$ cat src/rtl/threshold_sweep_ctrl.sv
// Threshold sweep controller: drives a one-hot ladder tap, majority-votes a
// synchronised comparator and runs single, linear-sweep or SAR conversions.
module threshold_sweep_ctrl #(
   parameter int N_SEL      = 3,
   parameter int SETTLE_CYC = 4,
   parameter int N_SAMP     = 3
) (
   input  logic                clk,
   input  logic                rst,
   input  logic                start,
   input  logic                abort,
   input  logic [1:0]          mode,
   input  logic [N_SEL-1:0]    tap_sel,
   input  logic                cmp_in,
   output logic [2**N_SEL-1:0] y_d,
   output logic [2**N_SEL-1:0] n_d,
   output logic                busy,
   output logic                done,
   output logic [N_SEL-1:0]    result,
   output logic                under,
   output logic                over,
   output logic [2:0]          o_dbg_state
);
   localparam int TAPS = 2**N_SEL;
   localparam int CMAX = (SETTLE_CYC > N_SAMP) ? SETTLE_CYC : N_SAMP;
   localparam int CW   = $clog2(CMAX + 1);
   localparam int OW   = $clog2(N_SAMP + 1);
   localparam logic [N_SEL-1:0] CODE_MAX    = {N_SEL{1'b1}};
   localparam logic [N_SEL-1:0] CODE_MID    = N_SEL'(TAPS / 2);
   localparam logic [CW-1:0]    SETTLE_LAST = CW'(SETTLE_CYC - 1);
   localparam logic [CW-1:0]    SAMP_LAST   = CW'(N_SAMP - 1);

   typedef enum logic [2:0] {
      S_IDLE   = 3'd0,
      S_SETTLE = 3'd1,
      S_SAMPLE = 3'd2,
      S_DECIDE = 3'd3,
      S_DONE   = 3'd4
   } state_t;

   state_t           r_state;
   logic [1:0]       r_sync;
   logic [1:0]       r_mode;
   logic [N_SEL-1:0] r_code;
   logic [N_SEL-1:0] r_next_code;
   logic [N_SEL-1:0] r_acc;
   logic [N_SEL-1:0] r_bit;
   logic [CW-1:0]    r_cnt;
   logic [OW-1:0]    r_ones;
   logic [TAPS-1:0]  r_y_d;
   logic [TAPS-1:0]  r_n_d;
   logic             r_busy;
   logic             r_done;
   logic [N_SEL-1:0] r_result;
   logic             r_under;
   logic             r_over;

   logic [OW-1:0]    w_ones_tot;
   logic [OW:0]      w_twice;
   logic             w_decision;
   logic             w_final;
   logic [N_SEL-1:0] w_res;
   logic [N_SEL-1:0] w_next;
   logic [N_SEL-1:0] w_acc_new;
   logic [N_SEL-1:0] w_init_code;
   logic             w_under;
   logic             w_over;

   function automatic logic [TAPS-1:0] onehot(input logic [N_SEL-1:0] c);
      onehot    = '0;
      onehot[c] = 1'b1;
   endfunction

   // The decision includes the sample taken on the closing SAMPLE edge, so a
   // terminal outcome goes straight to DONE and the last tap costs no extra cycle.
   always_comb begin
      w_ones_tot  = r_ones + OW'(r_sync[1]);
      w_twice     = {w_ones_tot, 1'b0};
      w_decision  = w_twice > (OW+1)'(N_SAMP);
      w_acc_new   = w_decision ? r_code : r_acc;
      w_final     = 1'b1;
      w_next      = r_code;
      w_res       = r_code;
      w_under     = ~w_decision;
      w_over      = w_decision & (r_code == CODE_MAX);
      case (r_mode)
         2'b01: begin
            w_final = ~w_decision | (r_code == CODE_MAX);
            w_next  = r_code + N_SEL'(1);
            if (w_decision) begin
               w_res   = CODE_MAX;
               w_under = 1'b0;
               w_over  = 1'b1;
            end else begin
               w_res   = (r_code == '0) ? '0 : r_code - N_SEL'(1);
               w_under = (r_code == '0);
               w_over  = 1'b0;
            end
         end
         2'b10: begin
            w_final = r_bit[0];
            w_next  = w_acc_new | (r_bit >> 1);
            w_res   = w_acc_new;
            w_under = (w_acc_new == '0);
            w_over  = (w_acc_new == CODE_MAX);
         end
         default: ;
      endcase
      case (mode)
         2'b01:   w_init_code = '0;
         2'b10:   w_init_code = CODE_MID;
         default: w_init_code = tap_sel;
      endcase
   end

   always_ff @(posedge clk or posedge rst) begin
      if (rst) begin
         r_state     <= S_IDLE;
         r_sync      <= '0;
         r_mode      <= '0;
         r_code      <= '0;
         r_next_code <= '0;
         r_acc       <= '0;
         r_bit       <= '0;
         r_cnt       <= '0;
         r_ones      <= '0;
         r_y_d       <= '0;
         r_n_d       <= '1;
         r_busy      <= 1'b0;
         r_done      <= 1'b0;
         r_result    <= '0;
         r_under     <= 1'b0;
         r_over      <= 1'b0;
      end else begin
         r_sync <= {r_sync[0], cmp_in};
         r_done <= 1'b0;
         if (abort && (r_state != S_IDLE)) begin
            r_state <= S_IDLE;
            r_busy  <= 1'b0;
            r_y_d   <= '0;
            r_n_d   <= '1;
         end else begin
            case (r_state)
               S_IDLE: begin
                  if (start) begin
                     r_state <= S_SETTLE;
                     r_busy  <= 1'b1;
                     r_mode  <= mode;
                     r_under <= 1'b0;
                     r_over  <= 1'b0;
                     r_cnt   <= '0;
                     r_acc   <= '0;
                     r_bit   <= CODE_MID;
                     r_code  <= w_init_code;
                     r_y_d   <= onehot(w_init_code);
                     r_n_d   <= ~onehot(w_init_code);
                  end
               end
               S_SETTLE: begin
                  if (r_cnt == SETTLE_LAST) begin
                     r_state <= S_SAMPLE;
                     r_cnt   <= '0;
                     r_ones  <= '0;
                  end else begin
                     r_cnt <= r_cnt + CW'(1);
                  end
               end
               S_SAMPLE: begin
                  r_ones <= w_ones_tot;
                  if (r_cnt == SAMP_LAST) begin
                     if (w_final) begin
                        r_state  <= S_DONE;
                        r_done   <= 1'b1;
                        r_result <= w_res;
                        r_under  <= w_under;
                        r_over   <= w_over;
                     end else begin
                        r_state     <= S_DECIDE;
                        r_next_code <= w_next;
                        r_acc       <= w_acc_new;
                        r_bit       <= r_bit >> 1;
                     end
                  end else begin
                     r_cnt <= r_cnt + CW'(1);
                  end
               end
               S_DECIDE: begin
                  r_state <= S_SETTLE;
                  r_cnt   <= '0;
                  r_code  <= r_next_code;
                  r_y_d   <= onehot(r_next_code);
                  r_n_d   <= ~onehot(r_next_code);
               end
               S_DONE: begin
                  r_state <= S_IDLE;
                  r_busy  <= 1'b0;
                  r_y_d   <= '0;
                  r_n_d   <= '1;
               end
               default: r_state <= S_IDLE;
            endcase
         end
      end
   end

   assign y_d         = r_y_d;
   assign n_d         = r_n_d;
   assign busy        = r_busy;
   assign done        = r_done;
   assign result      = r_result;
   assign under       = r_under;
   assign over        = r_over;
   assign o_dbg_state = r_state;

endmodule

$ cat config.mk
export PLATFORM = sky130hd
export DESIGN_NAME = threshold_sweep_ctrl
export DESIGN_NICKNAME = d
export VERILOG_FILES = /design/src/rtl/threshold_sweep_ctrl.sv
export SDC_FILE = /design/constraint.sdc
export NUM_CORES = 1
export LEC_CHECK = 0
export CAP_MARGIN = 15
export CORE_ASPECT_RATIO = 1.75
export CORE_UTILIZATION = 65
export DETAILED_ROUTE_END_ITERATION = 10
export DONT_BUFFER_PORTS = 1
export PLACE_DENSITY_LB_ADDON = 0.12
export SYNTH_ARGS = -nofsm -noshare
export SYNTH_HDL_FRONTEND = slang
export SYNTH_SLANG_ARGS = --single-unit
$ cat constraint.sdc
create_clock -name clk -period 3.7 [get_ports clk]
set_input_delay 0.74 -clock clk [delete_from_list [all_inputs] [get_ports clk]]
set_output_delay 0.74 -clock clk [all_outputs]
set_load 0.005 [all_outputs]
==> flow_summary_export.csv, run 1 <==
group,metric,value,unit
setup_path,crit_end,"result[0]",
placed_design,pre_cts_slack,1.605,ns
timing,rsz0062_at_grt,"false",
timing,hold_viol,0,
timing,fin_setup_tns,0,ns
global_routing,grt_start_max_net_pins,48,
timing,final-max-slew-violation-count,0,
power_and_ir_drop,power_density,616.6,mW/mm²
floorplan,fp.dieW,51.12,µm
routing,drt_iter0_markers,68,
setup_path,arrival,2.31,ns
synth,syn-num-nets,314,
floorplan,core_area,0.003941,mm²
setup_path,critPathSlowestCell,"dfrtp_1",
timing,setup_viol,0,
power_and_ir_drop,p_leak,1.285,nW
timing,finalCriticalPeriod,2.111,ns
job,max_cap_violations,0,
synth,syn-cell-area,0.002744,mm²
setup_path,rr_startpoint,"o_dbg_state[1]",
setup_path,cp_data_required_time,3.89,ns
timing,fin_crit_sh,57.06,%
floorplan,start_util,69.62,%
setup_path,path_max_fanout,20,
synth,synth-simple-area-share,20.75,%
timing,tightest_slew,0.9678,ns
final_layout,post-route-cell-area,0.002810,mm²
clock_network,insertion_delay,0.30,ns
synth,synth_top_family_by_area,"compound AO/OA/AOI/OAI gates",
timing,max_freq,473.7,MHz
global_routing,antenna_found_initial,0,
synth,netlist_instances,292,
clock_network,htreeDepth,2,
synth,synth_compound_area_share,23.21,%
synth,synth_xor_area_share,0.6384,%
final_layout,area_growth,2.417,%
placed_design,place_congestion,0.8907,
routing,routed_via_density,6.545,
setup_path,rr_worst_depth,4,
placed_design,place_hpwl,4.232,mm
setup_path,crit_path_end_kind,"flop",
timing,skew,0.008004,ns
run_status,status,"completed",
timing,relSlewSlack,35.39,%
synth,yosysTopAreaCellShare,35.57,%
clock_network,cts.repair.resized,0,
clock_network,cts_made_buffers,5,
synth,synth_top_area_cell,"dfrtp_1",
setup_path,reg2reg_slack,1.59,ns
global_routing,grt_pass1_vias,2134,
synth,synth_warnings,0,
setup_path,crit_start,"o_dbg_state[1]",
clock_network,cts_tree,"yes",
global_routing,grt_first_pass_wirelength,9.673,mm
synth,synth_async_sr_flop_share,100.0,%
synth,synth-adder-area-share,5.472,%
setup_path,path_cells,"or3b_1 -> nor3_4 -> nand2_2 -> a22o_1",
clock_network,clock-sinks,47,
floorplan,rows,30,
global_routing,grtUsageTotal,29.08,%
floorplan,die_h,87.95,µm
setup_path,r2r-end,"result[0]",
routing,routed_wl,5.827,mm
placed_design,portBuffers,0,
synth,synth.mux.area_fraction,1.231,%
clock_network,cts_root_buf,"clkbuf_8",
synth,ys_ff_latch,47,
power_and_ir_drop,max-vdd-ir-drop,440.3,µV
global_routing,grt_overflow_total,0,
synth,synth_edf_count,0,
placed_design,placedInstanceArea,0.002725,mm²
routing,postRouteAntennaNets,0,
synth,ys_top_cells_by_area,"dfrtp_1 (36%), dfstp_2 (7.7%), ha_1 (5.5%)",
routing,dr_total_vias,2173,
routing,drcViolationCount,0,
final_layout,n_antenna_cell,0,
clock_network,cts.clk_slew.worst_paths,0.09,ns
final_layout,fillCellCount,314,
synth,synth_cell_types,60,
setup_path,critical_path_class,"reg -> reg",
final_layout,nNetsFinal,305,
routing,drt-wirelength-per-cell,17.55,µm
worst_hold_path,min_path_type,"reg -> reg",
floorplan,pin_count,36,
synth,synth_ff_type,"dfrtp_1",
setup_path,critPathMaxStageDelay,0.70,ns
synth,syn_avg_cell_area,9.397,µm²
clock_network,post_cts_buffers,0,
synth,synth-seq-area-share,43.23,%
final_layout,drive_gt1_share,10.92,%
timing,worst_slack,1.589,ns
floorplan,dieArea,0.004496,mm²
clock_network,hold_buffers,0,
routing,firstDrtPassIters,4,
clock_network,cts_buffer_depth,2,
setup_path,startpoint_type,"flop",
==> power by group <==
| part | internal (mW) | switching, mW | leakage (nW) |
|---|---|---|---|
| logic | 0.266 | 0.429 | 0.644 |
| clock network | 0.132 | 0.173 | 0.0412 |
| registers | 0.617 | 0.117 | 0.600 |
| total | 1.01 | 0.718 | 1.29 |
==> cell type report <==
type	count	area (µm²)	area share [%]
clock buffers	6	72.57	2.582
well taps	48	60.06	2.137
multi-input cells	211	1408	50.09
inverters	17	63.81	2.271
flip-flops and latches	47	1186	42.21
repair buffers	1	7.507	0.2671
clock inverters	2	12.51	0.4452
==> stage by stage <==
step	hold slack, ns	utilization [%]	total power [mW]	cells
finish	0.3517	71.30	1.733	332
global route	0.3598	71.30	1.854	332
CTS	0.3543	71.30	1.740	332
global placement	0.3337	69.14	1.408	324
floorplan	0.3312	-	1.277	292
detailed placement	0.3426	69.14	1.428	324
==> synth_stat cells (all sizes together), types with 2 or more instances <==
library cell  count
a211oi            4
a21o              7
a21oi            20
a221oi            2
a22o              8
a22oi             2
a311oi            2
a31oi             2
a41oi             2
and3b             3
buf               6
clkbuf           11
dfrtp            39
dfstp             8
ha               12
inv              17
mux2              3
nand2            24
nand2b            6
nand3             8
nand3b            3
nand4             4
nor2             27
nor2b             4
nor3              7
nor3b             6
nor4bb            2
o211ai            3
o21a              3
o21ai            19
o221ai            2
o22ai             2
o31ai             5
or2               2
or3               2
==> registers in the layout, summed over array words and instances, names as in the netlist, 2 cells and up <==
name and cells:
r_cnt 3, r_ones 2, r_acc 3, y_d 8, r_code 3, r_mode 2
r_sync 2, r_bit 3, result 3, o_dbg_state 3, n_d 8, r_next_code 3
==> cell usage in the layout (no fill, tap or decap), drive strengths merged, types with 2 or more instances in the layout <==
master	count
a211oi	4
a21o	7
a21oi	20
a221oi	2
a22o	8
a22oi	2
a311oi	2
a31oi	2
a41oi	2
and3b	3
clkbuf	6
dfrtp	39
dfstp	8
ha	12
inv	17
mux2	3
nand2	24
nand2b	6
nand3	8
nand3b	3
nand4	4
nor2	27
nor2b	4
nor3	7
nor3b	6
nor4bb	2
o211ai	3
o21a	3
o21ai	19
o221ai	2
o22ai	2
o31ai	5
or2	2
or3	2
==> cells by family (layout without fill, tap and decap cells) <==
family          after synthesis  in the layout
xor+xnor                      2              2
flops                        47             47
fa+ha+maj                    12             12
compound gates               91             91
buf+inv                      34             26
simple gates                103            103
mux                           3              3
==> layer usage <==
layer | GRT usage (%) | wire [µm] | up-vias
met5 | 0 | 0 | -
met4 | 15.91 | 187 | 0
met2 | 52.51 | 3155 | 66
met1 | 30.92 | 2232 | 1056
li1 | - | - | 1036
met3 | 5.556 | 251 | 15
==> worst max-delay path: cells and delay by family, from the launching register on <==
family | cells | cell delay (ns)
simple gates | 3 | 1.01
flops | 1 | 0.70
compound gates | 1 | 0.29
==> worst min-delay path by stage <==
stage,start,end,slack (ns),cells after the start
after detailed placement,r_sync[0],r_sync[1],0.34,0
after global routing,r_sync[0],r_sync[1],0.36,0
final,r_sync[0],r_sync[1],0.35,0
after CTS,r_sync[0],r_sync[1],0.35,0
after floorplan,r_sync[0],r_sync[1],0.33,0
after global placement,r_sync[0],r_sync[1],0.33,0
(Power assumes the default switching activity.)
==> inputs of run 2 (changes only) <==
CORE_UTILIZATION = 63   (was 65)
clock period = 2 ns   (was 3.7 ns; I/O delays follow)
==> run 2 against run 1 <==
  * Fmax is 12% higher
  * Power is 100% higher
  * Clock-buffer cell count is 2 higher
  * Die area is 3.1% higher
  * First-iteration DRC count is 29% lower
  * Critical endpoint is now result[1]
  * Largest power group is now combinational cells
  * Register-to-register slack worse by 1.5 ns
==> flow_summary_export.csv, run 2 (synthesized netlist as in run 1, its figures left out) <==
group,metric,value,unit
routing,firstDrtPassIters,4,
timing,relSlewSlack,66.87,%
floorplan,dieArea,0.004633,mm²
power_and_ir_drop,power_density,1156,mW/mm²
final_layout,area_growth,9.758,%
timing,final-max-slew-violation-count,0,
setup_path,cp_data_required_time,2.19,ns
setup_path,startpoint_type,"flop",
routing,dr_total_vias,2264,
setup_path,rr_startpoint,"r_ones[0]",
final_layout,nNetsFinal,327,
setup_path,crit_start,"r_ones[0]",
clock_network,post_cts_buffers,0,
global_routing,grtUsageTotal,29.05,%
power_and_ir_drop,power.total,3.482,mW
floorplan,start_util,66.11,%
power_and_ir_drop,p_leak,1.404,nW
routing,postRouteAntennaNets,0,
clock_network,clock-sinks,47,
setup_path,path_max_fanout,7,
floorplan,core_area,0.004150,mm²
clock_network,cts_made_buffers,5,
timing,setup_viol,0,
setup_path,reg2reg_slack,0.11,ns
timing,fin_crit_sh,94.59,%
clock_network,cts_buffer_depth,2,
setup_path,crit_end,"result[1]",
timing,tightest_slew,0.4937,ns
final_layout,finalCoreUtilization,72.57,%
global_routing,antenna_found_initial,0,
timing,hold_viol,0,
placed_design,portBuffers,0,
clock_network,cts.clk_slew.worst_paths,0.08,ns
final_layout,drive_gt1_share,18.30,%
floorplan,rows,31,
timing,fin_setup_tns,0,ns
floorplan,die_h,89.30,µm
clock_network,cts_tree,"yes",
global_routing,grt_start_max_net_pins,21,
routing,routed_via_density,6.377,
setup_path,arrival,2.08,ns
clock_network,htreeDepth,2,
final_layout,n_antenna_cell,0,
global_routing,grt_first_pass_wirelength,9.942,mm
setup_path,critical_path_class,"reg -> reg",
final_layout,fillCellCount,308,
job,max_cap_violations,0,
final_layout,final_cell_mix,"dfrtp_1 (38), nor2_1 (26), nand2_1 (23)",
global_routing,grt_pass1_vias,2227,
setup_path,crit_path_end_kind,"flop",
routing,drcViolationCount,0,
placed_design,placed_cells,346,
timing,worst_slack,0.1081,ns
setup_path,r2r-end,"result[1]",
routing,drt-wirelength-per-cell,17.28,µm
setup_path,rr_worst_depth,6,
power_and_ir_drop,max-vdd-ir-drop,1043,µV
placed_design,place_congestion,0.9404,
timing,rsz0062_at_grt,"false",
final_layout,final-instance-count-excl-fill,355,
placed_design,pre_cts_slack,0.06529,ns
routing,drt_iter0_markers,48,
timing,finalCriticalPeriod,1.892,ns
timing,max_freq,528.6,MHz
global_routing,grt_overflow_total,0,
floorplan,pin_count,36,
clock_network,insertion_delay,0.30,ns
placed_design,place_hpwl,4.637,mm
floorplan,fp.dieW,51.89,µm
routing,routed_wl,6.136,mm
final_layout,final_common_cell,"dfrtp_1",
timing,skew,0.003831,ns
run_status,status,"completed",
worst_hold_path,min_path_type,"in -> reg",
clock_network,cts_root_buf,"clkbuf_8",
run 2: per-stage QoR:
stage,hold slack (ns),instance area [µm²]
after floorplan,0.3312,2744
after global placement,0.3065,2884
after detailed placement,0.3144,2884
after CTS,0.1137,2994
after global routing,0.1102,3012
final,0.1240,3012
run 2: worst min-delay path by stage:
stage | from | cells past startpoint | endpoint
2_1_floorplan | r_sync[0] | 0 | r_sync[1]
3_3_place_gp | rst | 1 | r_ones[1]
3_5_place_dp | rst | 1 | r_ones[1]
4_1_cts | cmp_in | 0 | r_sync[0]
5_1_grt | cmp_in | 0 | r_sync[0]
6_report | cmp_in | 0 | r_sync[0]
run 2: report_power, final:
part / internal, mW / switching (mW)
Combinational: 0.665 / 0.908
Sequential: 1.14 / 0.148
Clock: 0.316 / 0.303
Total: 2.12 / 1.36
run 2: area by class of cell:
cell class | instances | area (µm²) | area share (%)
inverters | 17 | 63.81 | 2.119
repair buffers | 23 | 175.2 | 5.816
well taps | 49 | 61.31 | 2.036
flip-flops and latches | 47 | 1187 | 39.43
clock buffers | 8 | 100.1 | 3.324
multi-input cells | 211 | 1424 | 47.28
run 2: timing repair:
item,CTS,global route
resized for setup,0,5
hold endpoints to repair,18,0
hold buffers,1,0
endpoints found under the setup margin,0,9
run 2: layer usage:
metal	global-route usage, %	wire, µm	vias to the layer above
met5	0	0	-
met4	16.46	268	0
met3	5.442	231	23
met2	52.10	3261	68
met1	30.86	2375	1087
li1	-	-	1086
run 2: critical path, cell delays in order (launching register included):
cell and delay [ns]:
dfrtp_1 0.40, ha_1 0.26, xnor2_2 0.30, buf_4 0.20
o21ai_0 0.11, a211o_1 0.32, a22o_1 0.18
